## config.mk

```make
export PLATFORM = sky130hd
export DESIGN_NAME = matrix_fire_sequencer
export DESIGN_NICKNAME = d
export VERILOG_FILES = /design/src/rtl/matrix_fire_sequencer.sv
export SDC_FILE = /design/constraint.sdc
export NUM_CORES = 1
export LEC_CHECK = 0
export CORE_ASPECT_RATIO = 0.7
export CORE_MARGIN = 4
export CORE_UTILIZATION = 35
export CTS_BUF_LIST = sky130_fd_sc_hd__clkbuf_8
export CTS_CLUSTER_SIZE = 25
export DETAILED_ROUTE_END_ITERATION = 7
export PLACE_DENSITY = 0.58
export SKIP_CTS_REPAIR_TIMING = 1
export SYNTH_ARGS = -nofsm -noshare
export SYNTH_HDL_FRONTEND = slang
export SYNTH_SLANG_ARGS = --single-unit
```

## constraint.sdc

```tcl
create_clock -name clock_i -period 9.25 [get_ports clock_i]
set_input_delay 0.925 -clock clock_i [delete_from_list [all_inputs] [get_ports clock_i]]
set_output_delay 0.925 -clock clock_i [all_outputs]
set_load 0.01 [all_outputs]
```

## src/rtl/matrix_fire_sequencer.sv

```systemverilog
`default_nettype none
// +-----------------------------------------------------------------------------+
// | matrix_fire_sequencer                                                        |
// | Row-major H-bridge matrix cell firing sequencer with drive/gap timing.       |
// | Optional continuous mode is enabled by defining SEQ_CONTINUOUS_EN.           |
// | Revision: 1.0                                                                |
// +-----------------------------------------------------------------------------+
module matrix_fire_sequencer #(
   parameter int NUM_ROWS = 10,
   parameter int NUM_COLS = 6,
   parameter int CNT_W    = 32
) (
   input  logic                               clock_i,
   input  logic                               reset_i,
   input  logic                               start_i,
   input  logic                               stop_i,
   input  logic                               mode_i,
   input  logic [CNT_W-1:0]                   cfg_ccr0_i,
   input  logic [CNT_W-1:0]                   cfg_ccr1_i,
   input  logic [7:0]                         cfg_row_limit_i,
   input  logic [7:0]                         cfg_col_limit_i,
   input  logic [NUM_ROWS+NUM_COLS-1:0]       cfg_inverter_select_i,
   input  logic [NUM_ROWS*NUM_COLS-1:0]       dot_data_i,
   output logic [2*(NUM_ROWS+NUM_COLS)-1:0]   driver_io_o,
   output logic                               busy_o,
   output logic                               update_cycle_complete_o,
   output logic [7:0]                         cur_row_o,
   output logic [7:0]                         cur_col_o
);
   localparam int               LINES   = NUM_ROWS + NUM_COLS;
   localparam int               CELLS   = NUM_ROWS * NUM_COLS;
   localparam logic [7:0]       ROW_MAX = 8'(NUM_ROWS - 1);
   localparam logic [7:0]       COL_MAX = 8'(NUM_COLS - 1);
   localparam logic [CNT_W-1:0] CNT_ONE = {{(CNT_W-1){1'b0}}, 1'b1};

   typedef enum logic [2:0] {
      S_IDLE  = 3'd0,
      S_LOAD  = 3'd1,
      S_DRIVE = 3'd2,
      S_GAP   = 3'd3,
      S_DONE  = 3'd4
   } state_t;

   state_t             state_q, state_d;
   logic [CNT_W-1:0]   cnt_q, cnt_d;
   logic [CNT_W-1:0]   ccr0_q, gap_q;
   logic [7:0]         row_q, row_d, col_q, col_d;
   logic [7:0]         rlim_q, clim_q;
   logic [LINES-1:0]   inv_q;
   logic [CELLS-1:0]   dot_q;
   logic [2*LINES-1:0] drv_q, drv_d;

   logic               loading;
   logic [CNT_W-1:0]   ccr0_e, gap_e;
   logic [7:0]         rlim_e, clim_e;
   logic [LINES-1:0]   inv_e;
   logic [CELLS-1:0]   dot_e;
   logic [2*LINES-1:0] pat;
   logic [31:0]        cell_idx;
   logic               cell_on, last_col, last_cell, cont;

   // Live inputs are used during LOAD so the first cell sees the fresh snapshot.
   assign loading = (state_q == S_LOAD);
   assign ccr0_e  = loading ? cfg_ccr0_i : ccr0_q;
   assign gap_e   = loading ? ((cfg_ccr1_i > cfg_ccr0_i) ? (cfg_ccr1_i - cfg_ccr0_i) : CNT_ONE)
                            : gap_q;
   assign rlim_e  = loading ? ((cfg_row_limit_i > ROW_MAX) ? ROW_MAX : cfg_row_limit_i) : rlim_q;
   assign clim_e  = loading ? ((cfg_col_limit_i > COL_MAX) ? COL_MAX : cfg_col_limit_i) : clim_q;
   assign inv_e   = loading ? cfg_inverter_select_i : inv_q;
   assign dot_e   = loading ? dot_data_i : dot_q;

   assign last_col  = (col_q == clim_e);
   assign last_cell = last_col && (row_q == rlim_e);

`ifdef SEQ_CONTINUOUS_EN
   assign cont = mode_i;
`else
   logic unused_mode;
   assign unused_mode = mode_i;
   assign cont        = 1'b0;
`endif

   always_comb begin
      state_d = state_q;
      cnt_d   = cnt_q;
      row_d   = row_q;
      col_d   = col_q;
      unique case (state_q)
         S_IDLE: begin
            if (start_i) state_d = S_LOAD;
         end
         S_LOAD: begin
            row_d   = 8'd0;
            col_d   = 8'd0;
            cnt_d   = CNT_ONE;
            state_d = (ccr0_e == '0) ? S_GAP : S_DRIVE;
         end
         S_DRIVE: begin
            if (cnt_q == ccr0_e) begin
               cnt_d   = CNT_ONE;
               state_d = S_GAP;
            end else begin
               cnt_d = cnt_q + 1'b1;
            end
         end
         S_GAP: begin
            if (cnt_q == gap_e) begin
               cnt_d = CNT_ONE;
               if (last_cell) begin
                  state_d = S_DONE;
               end else begin
                  if (last_col) begin
                     row_d = row_q + 8'd1;
                     col_d = 8'd0;
                  end else begin
                     col_d = col_q + 8'd1;
                  end
                  state_d = (ccr0_e == '0) ? S_GAP : S_DRIVE;
               end
            end else begin
               cnt_d = cnt_q + 1'b1;
            end
         end
         S_DONE: begin
            state_d = cont ? S_LOAD : S_IDLE;
         end
         default: state_d = S_IDLE;
      endcase
      if (stop_i) state_d = S_IDLE;
   end

   // Row line is sourced HIGH, column line sunk LOW; an inverter bit swaps p/n.
   for (genvar k = 0; k < LINES; k++) begin : g_line
      logic on_k, hi_k;
      if (k < NUM_ROWS) begin : g_row
         assign on_k = (row_d == 8'(k));
         assign hi_k = ~inv_e[k];
      end else begin : g_col
         assign on_k = (col_d == 8'(k - NUM_ROWS));
         assign hi_k = inv_e[k];
      end
      assign pat[2*k+1] = on_k & hi_k;
      assign pat[2*k]   = on_k & ~hi_k;
   end

   assign cell_idx = 32'(row_d) * NUM_COLS + 32'(col_d);
   assign cell_on  = |(dot_e & ({{(CELLS-1){1'b0}}, 1'b1} << cell_idx));
   assign drv_d    = ((state_d == S_DRIVE) && cell_on) ? pat : '0;

   always_ff @(posedge clock_i or posedge reset_i) begin
      if (reset_i) begin
         state_q <= S_IDLE;
         cnt_q   <= '0;
         row_q   <= 8'd0;
         col_q   <= 8'd0;
         drv_q   <= '0;
         ccr0_q  <= '0;
         gap_q   <= '0;
         rlim_q  <= 8'd0;
         clim_q  <= 8'd0;
         inv_q   <= '0;
         dot_q   <= '0;
      end else begin
         state_q <= state_d;
         cnt_q   <= cnt_d;
         row_q   <= row_d;
         col_q   <= col_d;
         drv_q   <= drv_d;
         if (loading) begin
            ccr0_q <= ccr0_e;
            gap_q  <= gap_e;
            rlim_q <= rlim_e;
            clim_q <= clim_e;
            inv_q  <= inv_e;
            dot_q  <= dot_e;
         end
      end
   end

   assign driver_io_o             = drv_q;
   assign busy_o                  = (state_q != S_IDLE);
   assign update_cycle_complete_o = (state_q == S_DONE);
   assign cur_row_o               = row_q;
   assign cur_col_o               = col_q;

endmodule
`default_nettype wire

```

==> qor.csv <==
stage,metric,value,unit
run_status,status,completed,
drt,Vias,14500,
die,# IOs,211,
cts,CTS H-tree depth,2,
sta,Final Max Slew Viols,0,
drt,Vias/cell,5.36,
yosys,Synthesis Warnings,0,
drt,wire length per cell,20.2,um
yosys,Synth top area share,0.385,
die,Initial Utilization,0.355,
sta,final setup vio count,0,
yosys,Post-synth ARST share,1.00,
place,PortBufs,209,
worst_setup_path,CP top delay family,compound AO/OA/AOI/OAI gates,
global_route,Total Routing Usage GR,0.223,
yosys,Netlist cell types,107,
yosys,"area leader, netlist",dfrtp_1,
worst_setup_path,FF-to-FF setup slack,0.79,ns
cells_and_area,Final Instance Area,19800,um2
cts,"Reg clk slew, reported paths",0.06,ns
drt,post-route ant nets,0,
yosys,Mapped Nets,2024,
sta,fmax,114,MHz
worst_hold_path,worst hold start,dot_q[4]$_DFFE_PP0P_,
sta,Slew HR,0.277,
sta,RSZ-0062 raised after global routing,false,
die,FP Rows,64,
cts,clk root buf,clkbuf_8,
yosys,Synth area leaders,"dfrtp_1, nand2_1, ha_1, xnor2_1, mux2i_1",
worst_hold_path,sink of the worst hold path,dot_q[4]$_DFFE_PP0P_,
yosys,top_reg_cell synth,dfrtp_1,
yosys,Yosys reg bits,239,
sta,setup_tns,0,ns
worst_setup_path,crit-path max cell delay,0.62,ns
global_route,initial antenna violation count,2,
worst_setup_path,element type at the critical path end,flop,
power,Lkg Pwr,0.00897,uW
run,maxcap violations,0,
worst_setup_path,"Slowest-stage cell, CP",a2111o_1,
sta,Final Cycle Share,0.944,
drt,drt first pass iters,8,
worst_setup_path,critical path class,input pin to flop,
worst_setup_path,Worst Path Max Fanout,14,
drt,final wirelength,54700,um
sta,count of final hold-check violations,0,
worst_setup_path,Worst Setup Start Kind,input pin,
place,gpl congestion,0.990,
drt,met2 WL post-DR,22300,um
cts,CTS tree,yes,
worst_hold_path,Hold Crit Class,flop to flop,
cells_and_area,ratio of cells with drive above 1 in the final layout,0.112,
worst_setup_path,"Arr. time, crit path",9.20,ns
cells_and_area,Reg area,5980,um2
power,PwrDens,168,nW/um2
worst_hold_path,hold depth,2,
cts,maximum root-to-sink buffer count,3,
cells_and_area,Finished Core Util,0.451,
sta,worst slew pin tran,1.08,ns
cells_and_area,P&R area growth vs syn,27.1,%
drt,1st-iter DRT viols,1183,
die,chip width,260,um
global_route,gr ovfl total,0,
cells_and_area,area of the multi-input gates,8710,um2
yosys,syn_area_per_cell,8.62,um2
yosys,synthesized area,15500,um2
yosys,number of synthesized flops with an enable pin,0,
drt,drt drc,0,
die,Die Area,47900,um2
drt,met3 WL,4390,um
worst_setup_path,R2R Path Start,cnt_q[19]$_DFFE_PP0P_,
worst_setup_path,critical path startpoint,cfg_ccr0_i[4],
global_route,number of global-route vias before repair,13900,
yosys,most frequent cells after synthesis,"nand2_1, dfrtp_1, inv_1",
drt,Metal-1 WL,27200,um
place,cell total after placement,2629,
sta,post-layout min period,8.74,ns
yosys,post-synthesis sequential area ratio,0.385,
place,"Cell Area, Placed",18900,um2
worst_setup_path,WP buf/inv,7,
worst_setup_path,R2R depth,33,
cells_and_area,Fill cells,4325,
power,overall power,3310,uW
global_route,largest net degree at the start of global routing,113,
cts,CTS buffer count,43,
cts,clock sink count,239,
sta,Setup Skew,0.0364,ns
die,core area,43800,um2
cells_and_area,nets,2302,
cells_and_area,final cell count without fillers,2706,
drt,DR top layer,met4,
die,overall die height,184,um
cts,clk_lat worst skew,0.58,ns
global_route,first-pass GRT wire length,83200,um
yosys,cells after synthesis,1802,
power,maximum vdd ir drop,0.105,mV
yosys,most numerous cell in the Yosys netlist,nand2_1,
place,Detailed Place HPWL,43100,um
worst_setup_path,Worst Path Required,9.72,ns
worst_setup_path,FF-to-FF End,driver_io_o[31]$_DFF_PP0_,
-- worst min-delay path, delay by kind of cell, from the launching register on --
| family | cells | cell delay (ns) |
|---|---|---|
| DFF | 1 | 0.32 |
| and+or+nand+nor | 2 | 0.11 |
-- power breakdown --
group | total [uW] | internal [uW] | leakage [uW] | switching, uW
combinational | 1000 | 394 | 0.00539 | 610
clock | 1000 | 532 | 0.000496 | 468
sequential | 1310 | 1230 | 0.00308 | 77.7
-- metal layers --
metal / up-vias / global-route usage
li1: 6888 / -
met1: 7102 / 0.349
met2: 440 / 0.310
met3: 64 / 0.0560
met4: 0 / 0.0397
met5: - / 0
-- kinds of logic after synthesis --
| kind of cell | Yosys count | synth area share |
|---|---|---|
| multiplexers | 71 | 0.0492 |
| buffers and inverters | 216 | 0.0578 |
| adder cells (fa/ha/maj) | 61 | 0.0506 |
| flip-flops | 239 | 0.385 |
| AND/OR/NAND/NOR | 770 | 0.242 |
| AO/OA/AOI/OAI | 342 | 0.157 |
| XOR/XNOR | 103 | 0.0580 |
-- layout by cell type (no fill, tap or decap), drive strengths merged, types with 20 or more instances in the layout --
cell type and instances:
xnor2 70, and4 31, nor4 22, and2 21, a21oi 66, and3 20, nor3 33, o21ai 76
nand2 353, xor2 33, nor2 115, nand4 36, buf 115, clkbuf 55, clkdlybuf4s50 209, a21o 23
ha 58, nand3 59, mux2i 58, inv 141, dfrtp 239
-- registers in the layout (all words and copies together), names as in the netlist --
| name | flops |
|---|---|
| ccr0_q | 32 |
| clim_q | 8 |
| cnt_q | 32 |
| cur_col_o | 8 |
| cur_row_o | 8 |
| dot_q | 60 |
| driver_io_o | 32 |
| gap_q | 32 |
| inv_q | 16 |
| rlim_q | 8 |
| state_q | 3 |
-- through the flow --
step | setup WS [ns] | hold slack (ns)
6_report | 0.515 | 0.467
5_1_grt | 0.0231 | 0.486
4_1_cts | 0.448 | 0.470
3_5_place_dp | -0.121 | 0.455
3_3_place_gp | -0.0430 | 0.452
2_1_floorplan | 1.14 | 0.433
-- layout make-up --
class / count / share of cell area
flip-flops and latches: 239 / 0.303
clock buffers: 55 / 0.0383
inverters: 125 / 0.0241
multi-input cells: 1347 / 0.441
well taps: 594 / 0.0376
repair buffers: 324 / 0.151
clock inverters: 21 / 0.00469
diodes: 1 / 0.000127
-- worst max-delay path by stage --
stage                                     end  cells after the start
floorplan           driver_io_o[22]$_DFF_PP0_                     32
global placement    driver_io_o[31]$_DFF_PP0_                     36
detailed placement  driver_io_o[31]$_DFF_PP0_                     36
CTS                 driver_io_o[31]$_DFF_PP0_                     36
global route        driver_io_o[31]$_DFF_PP0_                     39
finish              driver_io_o[31]$_DFF_PP0_                     33
No activity file was read; power rests on OpenSTA's default activity.
